==> src/rtl/attack_ctrl_pkg.sv <==
// Shared definitions for the attack sequencer, the weapon block and the collision
// logic: character state codes, weapon type codes, no-gameplay stage codes, the
// FSM encoding and small helper functions.
package attack_ctrl_pkg;

    // Character state codes shown while a swing is in progress, one per direction
    localparam logic [3:0] ST_ATK_UP    = 4'hA;
    localparam logic [3:0] ST_ATK_DOWN  = 4'hB;
    localparam logic [3:0] ST_ATK_LEFT  = 4'hC;
    localparam logic [3:0] ST_ATK_RIGHT = 4'hD;

    // Facing codes
    localparam logic [1:0] DIR_UP    = 2'd0;
    localparam logic [1:0] DIR_DOWN  = 2'd1;
    localparam logic [1:0] DIR_LEFT  = 2'd2;
    localparam logic [1:0] DIR_RIGHT = 2'd3;

    // Weapon type codes
    typedef logic [2:0] wpn_t;
    localparam wpn_t WPN_WOODEN = 3'd0;
    localparam wpn_t WPN_BASYS  = 3'd1;
    localparam wpn_t WPN_CAR    = 3'd2;

    // Stage values with no gameplay
    localparam logic [3:0] STAGE_OFF_LO = 4'h0;
    localparam logic [3:0] STAGE_OFF_HI = 4'hF;

    typedef enum logic [2:0] {
        ST_IDLE     = 3'd0,
        ST_WINDUP   = 3'd1,
        ST_SWING    = 3'd2,
        ST_RECOVER  = 3'd3,
        ST_COOLDOWN = 3'd4
    } fsm_e;

    typedef enum logic [1:0] {
        PH_WINDUP  = 2'd0,
        PH_SWING   = 2'd1,
        PH_RECOVER = 2'd2,
        PH_COOL    = 2'd3
    } phase_e;

    // Swing state code for a latched facing direction
    function automatic logic [3:0] atk_code(input logic [1:0] dir);
        logic [3:0] code;
        case (dir)
            DIR_UP:    code = ST_ATK_UP;
            DIR_DOWN:  code = ST_ATK_DOWN;
            DIR_LEFT:  code = ST_ATK_LEFT;
            DIR_RIGHT: code = ST_ATK_RIGHT;
            default:   code = ST_ATK_UP;
        endcase
        return code;
    endfunction

    // Next owned weapon in the cycle 0->1->2->0; stays put if nothing else is owned
    function automatic wpn_t next_type(input wpn_t cur, input logic [2:0] owned);
        wpn_t c1;
        wpn_t c2;
        wpn_t res;
        c1 = (cur == WPN_CAR) ? WPN_WOODEN : (cur + 3'd1);
        c2 = (c1 == WPN_CAR) ? WPN_WOODEN : (c1 + 3'd1);
        if (owned[c1[1:0]]) begin
            res = c1;
        end else if (owned[c2[1:0]]) begin
            res = c2;
        end else begin
            res = cur;
        end
        return res;
    endfunction

endpackage

==> src/rtl/attack_ctrl_if.sv <==
// Button/status bundle between the input side (keyboard decoder, movement FSM,
// stage control) and the attack sequencer.  "type" is a reserved word, so the
// selected weapon is carried on wpn_type.
interface attack_ctrl_if;
    logic       tick;
    logic       atk_btn;
    logic       sw_btn;
    logic [1:0] facing;
    logic [3:0] move_state;
    logic [2:0] unlocked;
    logic [3:0] stage;
    logic [3:0] state_CY;
    logic [2:0] wpn_type;
    logic       hit_en;
    logic       busy;
    logic [4:0] cool_left;

    modport master (
        output tick, atk_btn, sw_btn, facing, move_state, unlocked, stage,
        input  state_CY, wpn_type, hit_en, busy, cool_left
    );

    modport slave (
        input  tick, atk_btn, sw_btn, facing, move_state, unlocked, stage,
        output state_CY, wpn_type, hit_en, busy, cool_left
    );
endinterface

==> src/rtl/attack_ctrl_dur.sv <==
// Duration table: number of game ticks spent in a phase for a given weapon.
module atk_dur_lut
    import attack_ctrl_pkg::*;
#(
    parameter int WIND_W  = 2,
    parameter int SWING_W = 4,
    parameter int COOL_W  = 6,
    parameter int WIND_B  = 3,
    parameter int SWING_B = 5,
    parameter int COOL_B  = 10,
    parameter int WIND_C  = 5,
    parameter int SWING_C = 8,
    parameter int COOL_C  = 16,
    parameter int RECOV   = 2
) (
    input  wpn_t       wpn_type,
    input  phase_e     phase,
    output logic [4:0] ticks
);

    // A 5-bit timer loaded with N-1 needs every duration in 1..31
    if (WIND_W  < 1 || WIND_W  > 31 || SWING_W < 1 || SWING_W > 31 ||
        COOL_W  < 1 || COOL_W  > 31 || WIND_B  < 1 || WIND_B  > 31 ||
        SWING_B < 1 || SWING_B > 31 || COOL_B  < 1 || COOL_B  > 31 ||
        WIND_C  < 1 || WIND_C  > 31 || SWING_C < 1 || SWING_C > 31 ||
        COOL_C  < 1 || COOL_C  > 31 || RECOV   < 1 || RECOV   > 31) begin : g_bad_param
        $error("atk_dur_lut: every duration parameter must lie in 1..31");
    end

    // Table lookup by phase then weapon; unknown weapon codes use the wooden row
    always_comb begin
        ticks = 5'd1;
        case (phase)
            PH_WINDUP: begin
                case (wpn_type)
                    WPN_BASYS: ticks = 5'(WIND_B);
                    WPN_CAR:   ticks = 5'(WIND_C);
                    default:   ticks = 5'(WIND_W);
                endcase
            end
            PH_SWING: begin
                case (wpn_type)
                    WPN_BASYS: ticks = 5'(SWING_B);
                    WPN_CAR:   ticks = 5'(SWING_C);
                    default:   ticks = 5'(SWING_W);
                endcase
            end
            PH_RECOVER: ticks = 5'(RECOV);
            PH_COOL: begin
                case (wpn_type)
                    WPN_BASYS: ticks = 5'(COOL_B);
                    WPN_CAR:   ticks = 5'(COOL_C);
                    default:   ticks = 5'(COOL_W);
                endcase
            end
            default: ticks = 5'd1;
        endcase
    end

endmodule

==> src/rtl/attack_ctrl.sv <==
// Attack sequencer: weapon selection in IDLE, then WINDUP->SWING->RECOVER->COOLDOWN
// timed in game ticks.  Facing and weapon are frozen for the whole attack.
module attack_ctrl
    import attack_ctrl_pkg::*;
#(
    parameter int WIND_W  = 2,
    parameter int SWING_W = 4,
    parameter int COOL_W  = 6,
    parameter int WIND_B  = 3,
    parameter int SWING_B = 5,
    parameter int COOL_B  = 10,
    parameter int WIND_C  = 5,
    parameter int SWING_C = 8,
    parameter int COOL_C  = 16,
    parameter int RECOV   = 2
) (
    input  logic          clk,
    input  logic          rst,
    attack_ctrl_if.slave  bus
);

    fsm_e       fsm_r;
    logic [4:0] timer_r;
    wpn_t       type_r;
    logic [1:0] dir_r;
    logic       hit_en_r;
    logic       busy_r;
    logic [4:0] cool_left_r;

    logic [2:0] owned_s;
    logic       gated_s;
    wpn_t       cur_type_s;
    wpn_t       lut_type_s;
    phase_e     lut_phase_s;
    logic [4:0] dur_s;

    atk_dur_lut #(
        .WIND_W (WIND_W),  .SWING_W(SWING_W), .COOL_W(COOL_W),
        .WIND_B (WIND_B),  .SWING_B(SWING_B), .COOL_B(COOL_B),
        .WIND_C (WIND_C),  .SWING_C(SWING_C), .COOL_C(COOL_C),
        .RECOV  (RECOV)
    ) u_dur (
        .wpn_type (lut_type_s),
        .phase    (lut_phase_s),
        .ticks    (dur_s)
    );

    // Ownership, stage gating, and which phase/weapon the duration table is asked about
    always_comb begin
        owned_s = bus.unlocked | 3'b001;
        gated_s = (bus.stage == STAGE_OFF_LO) || (bus.stage == STAGE_OFF_HI);
        if (owned_s[type_r[1:0]]) begin
            cur_type_s = type_r;
        end else begin
            cur_type_s = WPN_WOODEN;
        end
        if (fsm_r == ST_IDLE) begin
            lut_type_s = cur_type_s;
        end else begin
            lut_type_s = type_r;
        end
        case (fsm_r)
            ST_IDLE:    lut_phase_s = PH_WINDUP;
            ST_WINDUP:  lut_phase_s = PH_SWING;
            ST_SWING:   lut_phase_s = PH_RECOVER;
            ST_RECOVER: lut_phase_s = PH_COOL;
            default:    lut_phase_s = PH_WINDUP;
        endcase
    end

    // Attack FSM, phase timer, weapon select and registered status outputs
    always_ff @(posedge clk) begin
        if (!rst) begin
            fsm_r       <= ST_IDLE;
            timer_r     <= 5'd0;
            type_r      <= WPN_WOODEN;
            dir_r       <= 2'd0;
            hit_en_r    <= 1'b0;
            busy_r      <= 1'b0;
            cool_left_r <= 5'd0;
        end else if (gated_s) begin
            fsm_r       <= ST_IDLE;
            timer_r     <= 5'd0;
            hit_en_r    <= 1'b0;
            busy_r      <= 1'b0;
            cool_left_r <= 5'd0;
        end else begin
            case (fsm_r)
                ST_IDLE: begin
                    if (bus.atk_btn) begin
                        fsm_r   <= ST_WINDUP;
                        timer_r <= dur_s - 5'd1;
                        dir_r   <= bus.facing;
                        type_r  <= cur_type_s;
                        busy_r  <= 1'b1;
                    end else if (bus.sw_btn) begin
                        type_r <= next_type(cur_type_s, owned_s);
                    end else begin
                        type_r <= cur_type_s;
                    end
                end
                ST_WINDUP: begin
                    if (bus.tick) begin
                        if (timer_r == 5'd0) begin
                            fsm_r    <= ST_SWING;
                            timer_r  <= dur_s - 5'd1;
                            hit_en_r <= 1'b1;
                        end else begin
                            timer_r <= timer_r - 5'd1;
                        end
                    end
                end
                ST_SWING: begin
                    if (bus.tick) begin
                        if (timer_r == 5'd0) begin
                            fsm_r    <= ST_RECOVER;
                            timer_r  <= dur_s - 5'd1;
                            hit_en_r <= 1'b0;
                        end else begin
                            timer_r <= timer_r - 5'd1;
                        end
                    end
                end
                ST_RECOVER: begin
                    if (bus.tick) begin
                        if (timer_r == 5'd0) begin
                            fsm_r       <= ST_COOLDOWN;
                            timer_r     <= dur_s - 5'd1;
                            cool_left_r <= dur_s;
                        end else begin
                            timer_r <= timer_r - 5'd1;
                        end
                    end
                end
                ST_COOLDOWN: begin
                    // cool_left tracks timer+1, so after a decrement it equals the old timer
                    if (bus.tick) begin
                        if (timer_r == 5'd0) begin
                            fsm_r       <= ST_IDLE;
                            busy_r      <= 1'b0;
                            cool_left_r <= 5'd0;
                        end else begin
                            timer_r     <= timer_r - 5'd1;
                            cool_left_r <= timer_r;
                        end
                    end
                end
                default: begin
                    fsm_r       <= ST_IDLE;
                    timer_r     <= 5'd0;
                    hit_en_r    <= 1'b0;
                    busy_r      <= 1'b0;
                    cool_left_r <= 5'd0;
                end
            endcase
        end
    end

    // Swing overrides the movement state with the directional attack code
    always_comb begin
        if (fsm_r == ST_SWING) begin
            bus.state_CY = atk_code(dir_r);
        end else begin
            bus.state_CY = bus.move_state;
        end
        bus.wpn_type  = type_r;
        bus.hit_en    = hit_en_r;
        bus.busy      = busy_r;
        bus.cool_left = cool_left_r;
    end

endmodule

==> src/flat_wrapper.sv <==
// flat-port wrapper written by rule: the top's interface ports become plain ports
module attack_ctrl_flat import attack_ctrl_pkg::*;
#(
    parameter int WIND_W  = 2,
    parameter int SWING_W = 4,
    parameter int COOL_W  = 6,
    parameter int WIND_B  = 3,
    parameter int SWING_B = 5,
    parameter int COOL_B  = 10,
    parameter int WIND_C  = 5,
    parameter int SWING_C = 8,
    parameter int COOL_C  = 16,
    parameter int RECOV   = 2
)
  (clk, rst, bus_tick, bus_atk_btn, bus_sw_btn, bus_facing, bus_move_state, bus_unlocked, bus_stage, bus_state_CY, bus_wpn_type, bus_hit_en, bus_busy, bus_cool_left);
  attack_ctrl_if bus_i ();
  input  logic clk;
  input  logic rst;
  input wire logic [$bits(bus_i.tick)-1:0] bus_tick;
  input wire logic [$bits(bus_i.atk_btn)-1:0] bus_atk_btn;
  input wire logic [$bits(bus_i.sw_btn)-1:0] bus_sw_btn;
  input wire logic [$bits(bus_i.facing)-1:0] bus_facing;
  input wire logic [$bits(bus_i.move_state)-1:0] bus_move_state;
  input wire logic [$bits(bus_i.unlocked)-1:0] bus_unlocked;
  input wire logic [$bits(bus_i.stage)-1:0] bus_stage;
  output wire logic [$bits(bus_i.state_CY)-1:0] bus_state_CY;
  output wire logic [$bits(bus_i.wpn_type)-1:0] bus_wpn_type;
  output wire logic [$bits(bus_i.hit_en)-1:0] bus_hit_en;
  output wire logic [$bits(bus_i.busy)-1:0] bus_busy;
  output wire logic [$bits(bus_i.cool_left)-1:0] bus_cool_left;
  assign bus_i.tick = bus_tick;
  assign bus_i.atk_btn = bus_atk_btn;
  assign bus_i.sw_btn = bus_sw_btn;
  assign bus_i.facing = bus_facing;
  assign bus_i.move_state = bus_move_state;
  assign bus_i.unlocked = bus_unlocked;
  assign bus_i.stage = bus_stage;
  assign bus_state_CY = bus_i.state_CY;
  assign bus_wpn_type = bus_i.wpn_type;
  assign bus_hit_en = bus_i.hit_en;
  assign bus_busy = bus_i.busy;
  assign bus_cool_left = bus_i.cool_left;
  attack_ctrl #(.WIND_W(WIND_W), .SWING_W(SWING_W), .COOL_W(COOL_W), .WIND_B(WIND_B), .SWING_B(SWING_B), .COOL_B(COOL_B), .WIND_C(WIND_C), .SWING_C(SWING_C), .COOL_C(COOL_C), .RECOV(RECOV)) u_core (.clk(clk), .rst(rst), .bus(bus_i));
endmodule
==> config.mk <==
export PLATFORM = sky130hd
export DESIGN_NAME = attack_ctrl_flat
export DESIGN_NICKNAME = d
export VERILOG_FILES = /design/src/rtl/attack_ctrl_pkg.sv /design/src/rtl/attack_ctrl_if.sv /design/src/rtl/attack_ctrl_dur.sv /design/src/rtl/attack_ctrl.sv /design/src/flat_wrapper.sv
export SDC_FILE = /design/constraint.sdc
export NUM_CORES = 1
export LEC_CHECK = 0
export ABC_CLOCK_PERIOD_IN_PS = 4050
export BUFFER_PORTS_ARGS = -buffer_cell sky130_fd_sc_hd__buf_2
export CAP_MARGIN = 20
export CORE_MARGIN = 2
export CORE_UTILIZATION = 55
export CTS_BUF_LIST = sky130_fd_sc_hd__clkbuf_16
export DETAILED_ROUTE_END_ITERATION = 8
export GPL_ROUTABILITY_DRIVEN = 0
export HOLD_SLACK_MARGIN = 0.02
export MAX_ROUTING_LAYER = met4
export PLACE_DENSITY = 0.79
export SLEW_MARGIN = 20
export SYNTH_ARGS = -nofsm -noshare
export SYNTH_HDL_FRONTEND = slang
export SYNTH_HIERARCHICAL = 1
export SYNTH_SLANG_ARGS = --single-unit
==> constraint.sdc <==
create_clock -name clk -period 4.05 [get_ports clk]
set_clock_uncertainty 0.1 [all_clocks]
set_input_delay 0.405 -clock clk [delete_from_list [all_inputs] [get_ports clk]]
set_output_delay 0.405 -clock clk [all_outputs]
set_load 0.05 [all_outputs]
; ---- After elaboration in Yosys (flattened, before gate mapping)
; Cells that the tools add are included.
[classes]
add_sub_neg = 4
n_lt_le_gt_ge = 3
eq_ne = 26
mux = 49
bitwise = 5
reduce_logical = 17
[ops]
columns = cell, n
row1 = $mux 3, 17
row2 = $mux 5, 9
row3 = $pmux 5 s3, 2
row4 = $pmux 5 s4, 1
row5 = $pmux 4 s4, 1
row6 = $eq 3x2->1 const B, 5
row7 = $pmux 3 s5, 1
row8 = $ne 2x2->1 const B, 6
row9 = $reduce_and 4->1, 3
row10 = $ne 2x1->1 const B, 5
row11 = $pmux 5 s2, 1
row12 = $sub 5x1->5 const B, 2
row13 = $lt 2x3->1 const B, 3
row14 = $reduce_and 9->1, 1
row15 = $reduce_or 3->1, 3
row16 = $eq 2x2->1 const B, 4
row17 = $mux 1, 8
row18 = $pmux 4 s2, 1
row19 = $add 3x1->3 const B, 2
row20 = $bmux 1 s2, 3
row21 = $eq 3x1->1 const B, 2
row22 = $pmux 1 s3, 2
row23 = $pmux 2 s3, 1
row24 = $pmux 3 s2, 1
row25 = 14 further kinds, 20
[totals]
reg_bits = 20
wordCells = 111

; ---- Longest topological paths before layout
; Gate-level depths: netlist (run 1).
[depth]
depth_word = 13
depth_mapped = 13
depth_no_buf = 12

; ---- Modules after synthesis
; Netlist (run 1), hierarchy kept.
[modules_own_cells]
columns = module, n_inst, cells_per_inst, area_each_um2, seq_area_each_um2
row1 = attack_ctrl, 1, 180, 1552.7, 400.4
row2 = atk_dur_lut, 1, 17, 110.1, 0.0

; ---- Worst setup path before layout (run 1)
; OpenSTA, ideal clock, no wires.
[synth_path]
kind = register -> register
from = reg u_core.type_r[1] (netlist: u_core/bus.wpn_type[1])
to = reg u_core.timer_r[3]
setup_ns = 0.060
t_arrival_ns = 2.793
required_ns = 3.890
slack_ns = 1.097
stages_incl_launch_ff = 12
period_less_slack_ns = 2.953
cell_sequence = dfxtp_1 -> clkbuf_1 -> nand2b_1 -> a22o_1 -> a21oi_1 -> nor4_1 -> a21oi_1 -> o21ai_1 -> or4_1 -> a211oi_1 -> o221a_1 -> a221o_1
[synth_between]
elab_chain_cells = 11
elab_cells_between_ends = 15
classes_between = add/sub: 1 / eq/ne: 2 / mux: 12
[synth_rtl]
columns = item, line
row1 = "start, declared", attack_ctrl.sv:24  ; wpn_t type_r;
row2 = "start signal, assigned", attack_ctrl.sv:94  ; type_r <= cur_type_s;
row3 = "start signal, assigned", attack_ctrl.sv:97  ; type_r <= next_type(cur_type_s, owned_s);
row4 = "start signal, assigned", attack_ctrl.sv:99  ; type_r <= cur_type_s;
row5 = $bmux 1 s2 (*), attack_ctrl.sv:52  ; if (owned_s[type_r[1:0]]) begin
row6 = $mux 1 (not written as such) (*), attack_ctrl.sv:52
row7 = $mux 3 (*), attack_ctrl.sv:52
row8 = $mux 3 (*), attack_ctrl.sv:57  ; if (fsm_r == ST_IDLE) begin
row9 = net u_core.lut_type_s[2], attack_ctrl.sv:33  ; wpn_t lut_type_s;
row10 = $eq 3x2->1 or $eq 3x1->1 (tied branches), "attack_ctrl_dur.sv:35, attack_ctrl_dur.sv:42, attack_ctrl_dur.sv:50"
row11 = "$pmux 5 s2, or another cell as far along", attack_ctrl_dur.sv:50  ; case (wpn_type)
row12 = $pmux 5 s4 (*), attack_ctrl_dur.sv:33  ; case (phase)
row13 = net u_core.dur_s[2], attack_ctrl.sv:35  ; logic [4:0] dur_s;
row14 = $sub 5x1->5 (*), --
row15 = $mux 5, "attack_ctrl.sv:104, attack_ctrl.sv:115, attack_ctrl.sv:126"
row16 = $mux 5, attack_ctrl.sv:125  ; if (bus.tick) begin
row17 = $pmux 5 s3 (*), attack_ctrl.sv:88  ; case (fsm_r)
row18 = "end signal, assigned", attack_ctrl.sv:92  ; timer_r <= dur_s - 5'd1;
row19 = "end signal, assigned", attack_ctrl.sv:106  ; timer_r <= dur_s - 5'd1;
row20 = "end signal, assigned", attack_ctrl.sv:117  ; timer_r <= dur_s - 5'd1;
row21 = "end, declared", attack_ctrl.sv:23  ; logic [4:0] timer_r;
; The timed path passes the listed nets; every way through them passes the cells marked *. The select of a mux whose other input is x is not followed.
; A chain may end at the register's enable or synchronous reset.

; ---- Worst setup path in the final report (run 1)
[layout_path]
from = reg u_core.fsm_r[1]
to = reg u_core.timer_r[4]
[layout_between]
elab_chain_cells = 9
elab_cells_between_ends = 28
classes_between = add/sub: 1 / eq/ne: 13 / mux: 10 / reduce/logical: 4
[layout_rtl]
columns = item, line
row1 = "start, declared", attack_ctrl.sv:22  ; fsm_e fsm_r;
row2 = "start signal, assigned", attack_ctrl.sv:74  ; fsm_r <= ST_IDLE;
row3 = "start signal, assigned", attack_ctrl.sv:82  ; fsm_r <= ST_IDLE;
row4 = "start signal, assigned", attack_ctrl.sv:91  ; fsm_r <= ST_WINDUP;
row5 = $logic_not 3->1 (*), attack_ctrl.sv:57
row6 = $mux 3 (*), attack_ctrl.sv:57
row7 = net u_core.lut_type_s[0], attack_ctrl.sv:33
row8 = $eq 3x2->1 or $eq 3x1->1 (tied branches), "attack_ctrl_dur.sv:35, attack_ctrl_dur.sv:42"
row9 = $pmux 4 s2 or $pmux 3 s2 (tied branches), "attack_ctrl_dur.sv:42, attack_ctrl_dur.sv:35"
row10 = $pmux 5 s4 (*), attack_ctrl_dur.sv:33
row11 = net u_core.dur_s[0], attack_ctrl.sv:35
row12 = $sub 5x1->5 (*), --
row13 = $mux 5, "attack_ctrl.sv:104, attack_ctrl.sv:115, attack_ctrl.sv:126"
row14 = $mux 5, attack_ctrl.sv:125
row15 = $pmux 5 s3 (*), attack_ctrl.sv:88
; Marks and branches as above.

==> results of run 1 <==
==> final timing paths <==
check	startpoint	end	slack [ns]	depth (start not counted)
setup / recovery	u_core/fsm_r[1]	u_core/timer_r[4]	0.81	11
hold reg to reg	u_core/bus.cool_left[3]	u_core/bus.cool_left[3]	0.36	2
setup reg to reg	u_core/fsm_r[1]	u_core/timer_r[4]	0.81	11
hold / removal	bus_facing[1]	u_core/dir_r[1]	0.32	3
==> per-stage QoR <==
stage	util, %	cells	power, mW
2_1_floorplan	-	197	0.512
3_3_place_gp	63.8	246	0.547
3_5_place_dp	63.8	246	0.557
4_1_cts	66.5	249	0.764
5_1_grt	66.5	249	0.799
6_report	66.5	249	0.763
==> metal layers <==
metal	part of all wire (%)	vias to the layer above	global-route usage, %	wire (um)
li1	-	793	-	-
met1	41	812	28.0	1670
met2	51	61	43.5	2060
met3	5.5	10	3.06	222
met4	2.2	0	12.0	91
met5	0	-	-	0
==> synthesized netlist by cell type, drive strengths merged, types with 3 or more instances <==
cell	count	area (um2)
nor4	3	18.8
buf	6	42.5
o21ai	10	53.8
nand2b	5	38.8
or4	4	38.8
nor3	5	30.0
a21boi	4	30.0
a22o	5	45.0
mux2i	9	90.1
nand3	4	20.0
nand4	5	31.3
nor3b	4	35.0
a211oi	3	22.5
a21oi	9	48.8
nand2	20	75.1
o21a	3	22.5
a32o	4	40.0
nor2	7	28.8
nor2b	7	43.8
dfxtp	20	400
inv	10	37.5
clkbuf	7	26.3
==> worst min-delay path: stages <==
cell and delay (ns):
buf_2 0.08, mux2i_1 0.05, nor2b_1 0.10
==> cell families after synthesis <==
group | count (synthesis) | synth area share [%]
compound gates | 60 | 30.0
xor+xnor | 4 | 2.11
fa+ha+maj | 2 | 1.50
buf+inv | 24 | 6.62
flops | 20 | 24.1
mux | 11 | 6.77
simple gates | 76 | 28.9
==> registers in the layout, indices dropped and copies added, names as in the netlist <==
name / count
u_core/timer_r: 5
u_core/bus.busy: 1
u_core/fsm_r: 3
u_core/dir_r: 2
u_core/bus.hit_en: 1
u_core/bus.wpn_type: 3
u_core/bus.cool_left: 5
==> area by class of cell <==
class	instances	area (um2)
clock buffers	3	75.1
fillers	242	940
inverters	11	41.3
multi-input cells	153	1150
flip-flops and latches	20	400
well taps	31	38.8
repair buffers	31	158
==> power breakdown <==
group	internal, mW	switching (mW)
sequential	0.215	0.0357
clock	0.130	0.0710
combinational	0.125	0.186
total	0.470	0.292
==> flow_metrics.py, run 1 <==
metrics = {
    "floorplanning": {
        "num_rows": 19,
        "die-area_mm2": 0.00348,
        "dieHeight_um": 59.0,
        "io_pins": 32,
        "die_w_um": 59.0,
        "initial_core_util_pct": 59.3,
        "core_mm2": 0.00281,
    },
    "critical_path": {
        "criticalPathCategory": "reg -> reg",
        "path_buf_inv": 1,
        "slowest_delay_ns": 0.63,
        "required_ns": 4.10,
        "crit_chain": "nor3_2 > a21boi_0 > nand2b_1 > o21a_1 > nor3_1 > inv_1 > ha_1 > nor3b_1 > xnor2_1 > a21oi_1 > o211a_1",
        "crit_path_end_kind": "flip-flop",
        "crit_arrival_ns": 3.29,
        "cpLargestDelayFamily": "simple AND/OR/NAND/NOR gates",
        "slowest_stage": "dfxtp_1",
        "path_max_fanout": 14,
        "start_kind": "flip-flop",
    },
    "finish": {
        "nNetsFinal": 240,
        "layout_common_cells": "buf_2, nand2_1, dfxtp_1",
        "final_common_cell": "buf_2",
        "fin_area_mm2": 0.00187,
        "area_delta_synth_final_pct": 12.2,
        "diodes": 0,
        "drive_above_1_share_pct": 25.7,
    },
    "place": {
        "dp_hpwl_um": 2880,
        "place_area_mm2": 0.00179,
        "place_worst_setup_slack_ns": 0.895,
        "portBuffers": 30,
    },
    "timing": {
        "hold_viol": 0,
        "tns_ns": 0,
        "finalCritPeriodShare_pct": 80.0,
        "drv_slew": 0,
        "rsz0062_at_grt": "no",
        "timing.final.crit_period_ns": 3.24,
        "timing.hold.ws_ns": 0.318,
        "layout_setup_ws_ns": 0.808,
        "finalSetupViolCount": 0,
        "fmax_ghz": 0.308,
        "maxSlewHeadroom_pct": 39.7,
        "worstMarginPinSlew_ns": 0.901,
    },
    "cts": {
        "clock_sinks": 20,
        "postCtsSetupBuffers": 0,
        "cts.htree.levels": 1,
        "cts_hold_buf": 0,
        "cts_resized": 0,
        "clk_pin_slew_ns": 0.06,
        "clockBufferDepth": 2,
        "cts_tree": "done",
        "clockRootBuffer": "clkbuf_16",
        "cts_buffers": 3,
        "clk-insertion-delay-late_ns": 0.25,
    },
    "grt": {
        "grt_max_degree": 21,
        "grt_pass1_vias": 1461,
        "grt_overflow": 0,
        "grt_pass1_wl_um": 6500,
        "grtUsageTotal_pct": 24.9,
        "antenna_found_initial": 0,
    },
    "route": {
        "drc_errors": 0,
        "wire_per_inst_um": 16.2,
        "drt_iter0_markers": 73,
        "vias": 1676,
        "drtPass1Iterations": 4,
        "final_antenna_net_count": 0,
        "routed_wl_um": 4050,
        "vias_per_cell": 6.73,
    },
    "pwr": {
        "p_leak_nw": 0.791,
        "ir_drop_v": 0.000213,
        "pwr_density_cell_mw_per_mm2": 409,
    },
    "synthesis": {
        "synth_edf_count": 0,
        "syn_avg_cell_area_um2": 8.44,
        "yosysSeqAreaShare_pct": 24.1,
        "yosys_warnings": 6,
        "async_reset_ff_share_pct": 0,
        "synthFlopType": "dfxtp_1",
        "synth_fp_nets": 217,
        "ys_seq_elements": 20,
        "synth_area_mm2": 0.00166,
        "yosysUniqueCellTypes": 66,
        "syn-instance-count": 197,
    },
    "outcome": {
        "status": "completed",
    },
    "hold_path": {
        "worstHoldPathType": "in -> reg",
    },
    "run": {
        "cap_violations": 0,
    },
}
Power figures use the tool's default switching activity.
==> run 2: changes to the inputs <==
- ABC_CLOCK_PERIOD_IN_PS: 4050 -> 2600
- CORE_UTILIZATION: 55 -> 50
- PLACE_DENSITY: 0.79 -> 0.76
- clock period: 4.05 -> 2.6 ns (I/O delays scaled with it)
==> flow_metrics.py, run 2 (synthesis results as in run 1) <==
metrics = {
    "outcome": {
        "status": "completed",
    },
    "finish": {
        "diodes": 0,
        "area_delta_synth_final_pct": 26.0,
        "fill_cells": 271,
        "multi_input_area_mm2": 0.00121,
        "fin_area_mm2": 0.00210,
        "layout_common_cells": "buf_2, nand2_1, buf_4, dfxtp_1, inv_1",
        "nNetsFinal": 256,
        "final_common_cell": "buf_2",
        "drive_above_1_share_pct": 37.4,
        "seq_area_um2": 407,
    },
    "route": {
        "drtPass1Iterations": 5,
        "final_antenna_net_count": 0,
        "vias_per_cell": 6.16,
        "wire_per_inst_um": 15.3,
        "drc_errors": 0,
        "vias": 1719,
        "routed_wl_um": 4270,
        "drt_iter0_markers": 102,
    },
    "pwr": {
        "ir_drop_v": 0.000438,
        "pwr-share-comb_pct": 41.9,
        "switching_power_mw": 0.502,
        "p_sw_share_pct": 36.3,
        "p_leak_nw": 0.906,
        "seqPwrFrac_pct": 27.1,
        "clkPwrFrac_pct": 30.9,
        "p_int_mw": 0.882,
        "total_power_mw": 1.38,
        "pwr_density_cell_mw_per_mm2": 660,
    },
    "floorplanning": {
        "initial_core_util_pct": 53.6,
        "dieHeight_um": 61.7,
        "io_pins": 32,
        "die-area_mm2": 0.00380,
        "die_w_um": 61.7,
        "core_mm2": 0.00310,
        "num_rows": 20,
    },
    "hold_path": {
        "hold_end": "u_core/dir_r[1]",
        "holdCritStartpoint": "bus_facing[1]",
        "whs_path_depth": 3,
        "worstHoldPathType": "in -> reg",
    },
    "place": {
        "dp_hpwl_um": 3050,
        "place_worst_setup_slack_ns": 0.0345,
        "portBuffers": 30,
        "place_area_mm2": 0.00193,
    },
    "cts": {
        "clk_pin_slew_ns": 0.06,
        "clk-insertion-delay-late_ns": 0.25,
        "cts_hold_buf": 0,
        "clockRootBuffer": "clkbuf_16",
        "clock_sinks": 20,
        "cts_buffers": 3,
        "cts.htree.levels": 1,
        "cts_tree": "done",
        "clockBufferDepth": 2,
    },
    "critical_path": {
        "reg2reg_to": "u_core/timer_r[3]",
        "crit_arrival_ns": 2.58,
        "start_kind": "flip-flop",
        "worst-r2r-setup-slack_ns": 0.12,
        "crit_path_end_kind": "flip-flop",
        "r2r_start": "u_core/fsm_r[0]",
        "required_ns": 2.70,
        "path_max_fanout": 5,
        "worst_r2r_path_depth": 10,
        "criticalPathCategory": "reg -> reg",
    },
    "timing": {
        "tns_ns": 0,
        "maxSlewHeadroom_pct": 57.6,
        "worstMarginPinSlew_ns": 0.635,
        "fmax_ghz": 0.403,
        "hold_viol": 0,
        "timing.hold.ws_ns": 0.171,
        "layout_setup_ws_ns": 0.121,
        "finalSetupViolCount": 0,
        "finalCritPeriodShare_pct": 95.3,
        "drv_slew": 0,
        "timing.final.crit_period_ns": 2.48,
    },
    "grt": {
        "grt_overflow": 0,
        "grt_max_degree": 17,
        "grt_pass1_vias": 1455,
        "grt_pass1_wl_um": 6840,
        "antenna_found_initial": 0,
        "grtUsageTotal_pct": 25.0,
    },
    "run": {
        "cap_violations": 0,
    },
}
==> run 2: cell count changes in the layout (fill, tap and decap cells not counted), sizes merged <==
cell and delta:
bufinv +1, buf +16
==> run 2: critical path, cell delays in order (launching register included) <==
cell and delay, ns:
dfxtp_1 0.34, nor3_4 0.26, buf_4 0.15, a21oi_2 0.05, buf_4 0.15, o21ai_1 0.16
o21ai_2 0.11, or4_4 0.54, a211oi_2 0.24, o221a_1 0.22, a221o_1 0.10
==> run 2: layout make-up <==
type | instances | area share (%)
Inverter | 11 | 1.97
Timing Repair Buffer | 47 | 13.3
Sequential cell | 20 | 19.4
Tap cell | 44 | 2.63
Clock inverter | 1 | 1.43
Multi-Input combinational cell | 153 | 57.7
Clock buffer | 3 | 3.58
==> run 2: power by group through the flow <==
stage,Combinational (mW),Clock [mW],Sequential [mW]
finish,0.580,0.428,0.376
global route,0.622,0.444,0.382
CTS,0.541,0.432,0.373
detailed placement,0.531,0,0.380
global placement,0.523,0,0.378
floorplan,0.411,0,0.387
==> run 2: how the worst max path moves through the flow <==
stage,start,to,slack [ns],cells after the start
final,u_core/fsm_r[0],u_core/timer_r[3],0.12,10
after global routing,u_core/fsm_r[0],u_core/timer_r[4],-0.02,12
after CTS,u_core/fsm_r[1],u_core/timer_r[3],0.005,10
after detailed placement,u_core/fsm_r[1],u_core/timer_r[3],0.03,10
after global placement,u_core/fsm_r[1],u_core/timer_r[3],0.09,10
after floorplan,u_core/fsm_r[2],u_core/timer_r[4],-0.08,13
==> run 2: routing by layer <==
metal  GRT usage [%]  routed length, um  vias to the layer above
met3            5.46                300                        6
met1            33.4               1880                      811
li1                -                  -                      824
met4            4.86                 53                        0
met5               -                  0                        -
met2            38.9               2040                       78
==> run 2: what timing repair did <==
item,CTS,global route
endpoints found under the setup margin,0,3
hold endpoints to repair,0,0
gates resized for setup,0,17
buffers inserted,0,1
==> run 2: stage by stage <==
step	utilization, %	instances
after CTS	65.5	278
after detailed placement	62.1	274
after floorplan	-	197
after global placement	62.1	274
final	67.5	279
after global routing	67.5	279
==> run 3: changes to the inputs <==
- SETUP_SLACK_MARGIN: not set -> 0.4
==> flow_metrics.py, run 3 (synthesis results as in run 1) <==
metrics = {
    "pwr": {
        "p_sw_share_pct": 38.4,
        "pwr-share-comb_pct": 46.2,
        "pwr_density_cell_mw_per_mm2": 603,
        "p_leak_nw": 0.897,
        "switching_power_mw": 0.496,
        "ir_drop_v": 0.000362,
        "p_int_mw": 0.796,
        "seqPwrFrac_pct": 29.6,
        "clkPwrFrac_pct": 24.2,
    },
    "grt": {
        "grt_pass1_vias": 1609,
        "grt_max_degree": 17,
        "grt_pass1_wl_um": 7310,
        "grt_overflow": 0,
        "grtUsageTotal_pct": 26.3,
        "antenna_found_initial": 0,
    },
    "hold_path": {
        "hold_end": "u_core/dir_r[1]",
        "whs_path_depth": 3,
        "worstHoldPathType": "in -> reg",
        "holdCritStartpoint": "bus_facing[1]",
    },
    "floorplanning": {
        "io_pins": 32,
        "num_rows": 20,
        "die_w_um": 61.7,
        "dieHeight_um": 61.7,
        "die-area_mm2": 0.00380,
        "initial_core_util_pct": 53.6,
        "core_mm2": 0.00310,
    },
    "critical_path": {
        "crit_path_end_kind": "flip-flop",
        "start_kind": "flip-flop",
        "cpLargestDelayFamily": "simple AND/OR/NAND/NOR gates",
        "reg2reg_to": "u_core/timer_r[3]",
        "slowest_delay_ns": 0.55,
        "required_ns": 2.69,
        "crit_cells": 10,
        "worst_r2r_path_depth": 10,
        "crit_arrival_ns": 2.59,
        "path_buf_inv": 0,
        "startpoint": "u_core/fsm_r[0]",
        "path_max_fanout": 4,
        "slowest_stage": "or4_4",
        "criticalPathCategory": "reg -> reg",
        "worst-r2r-setup-slack_ns": 0.11,
        "crit_chain": "nor3_4 > o21ai_1 > and2_4 > nand2b_4 > mux2i_1 > nor3b_2 > or4_4 > a211oi_2 > o221a_1 > a221o_1",
        "r2r_start": "u_core/fsm_r[0]",
    },
    "cts": {
        "clock_sinks": 20,
        "clk_pin_slew_ns": 0.05,
        "clk-insertion-delay-late_ns": 0.25,
        "clockRootBuffer": "clkbuf_16",
        "cts.htree.levels": 1,
        "cts_tree": "done",
        "clockBufferDepth": 2,
        "cts_buffers": 3,
    },
    "place": {
        "dp_hpwl_um": 3180,
        "portBuffers": 30,
        "placed_cells": 266,
        "place_worst_setup_slack_ns": 0.0505,
    },
    "timing": {
        "timing.final.crit_period_ns": 2.49,
        "finalCritPeriodShare_pct": 95.9,
        "drv_slew": 0,
        "hold_viol": 0,
        "tns_ns": 0,
        "layout_setup_ws_ns": 0.108,
        "finalSetupViolCount": 0,
        "worstMarginPinSlew_ns": 0.606,
        "rsz0062_at_grt": "yes",
        "fmax_ghz": 0.401,
        "maxSlewHeadroom_pct": 59.5,
    },
    "route": {
        "vias_per_cell": 6.15,
        "drt_iter0_markers": 148,
        "drtPass1Iterations": 4,
        "drc_errors": 0,
        "routed_wl_um": 4420,
        "final_antenna_net_count": 0,
        "wire_per_inst_um": 15.9,
        "vias": 1709,
    },
    "finish": {
        "final-instance-count-excl-fill": 278,
        "multi_input_area_mm2": 0.00129,
        "layout_common_cells": "buf_2, nand2_1, buf_4",
        "nNetsFinal": 255,
        "final_common_cell": "buf_2",
        "fill_cells": 259,
        "seq_area_um2": 409,
        "drive_above_1_share_pct": 40.6,
        "area_delta_synth_final_pct": 28.9,
        "diodes": 0,
    },
    "outcome": {
        "status": "completed",
    },
    "run": {
        "cap_violations": 0,
    },
}
==> run 3: power groups by stage <==
stage,clock network (mW),registers [mW],logic [mW]
4_1_cts,0.319,0.380,0.579
2_1_floorplan,0,0.389,0.441
3_3_place_gp,0,0.382,0.526
6_report,0.313,0.382,0.597
3_5_place_dp,0,0.385,0.540
5_1_grt,0.327,0.387,0.645
==> run 3: how the worst max path moves through the flow <==
stage,endpoint,slack (ns)
2_1_floorplan,u_core/timer_r[4],0.09
3_3_place_gp,u_core/timer_r[4],0.12
3_5_place_dp,u_core/timer_r[4],0.05
4_1_cts,u_core/timer_r[3],0.14
5_1_grt,u_core/timer_r[3],0.06
6_report,u_core/timer_r[3],0.11
==> run 3: cell type report <==
| class | instances | share of cell area (%) |
|---|---|---|
| inverters | 11 | 1.93 |
| repair buffers | 46 | 12.6 |
| multi-input cells | 153 | 60.1 |
| clock buffers | 3 | 3.50 |
| well taps | 44 | 2.57 |
| clock inverters | 1 | 0.175 |
| flip-flops and latches | 20 | 19.1 |
==> run 3: routing by layer <==
layer  routed length (um)  up-vias  global-route usage (%)
li1                     -      827                       -
met1                 1940      818                    34.0
met2                 2200       58                    42.7
met3                  225        6                    2.52
met4                   48        0                    9.42
met5                    0        -                       -
==> run 3: worst min-delay path: stages <==
cell,delay (ns)
buf_2,0.07
mux2i_1,0.05
nor2b_1,0.10
==> run 3: what timing repair did <==
item | CTS | global route
pin swaps | 8 | 6
buffers inserted | 6 | 2
resized for setup | 10 | 2
hold buffers | 0 | 0
gates cloned | 0 | 0
endpoints found under the setup margin | 7 | 7
==> run 3: through the flow <==
step / hold WS [ns] / area (um2) / util [%] / total power, mW
final: 0.178 / 2140 / 69.1 / 1.29
after global routing: 0.210 / 2140 / 69.1 / 1.36
after floorplan: 0.288 / 1780 / - / 0.830
after global placement: 0.346 / 1960 / 63.3 / 0.908
after detailed placement: 0.349 / 1960 / 63.3 / 0.925
after CTS: 0.177 / 2120 / 68.4 / 1.28
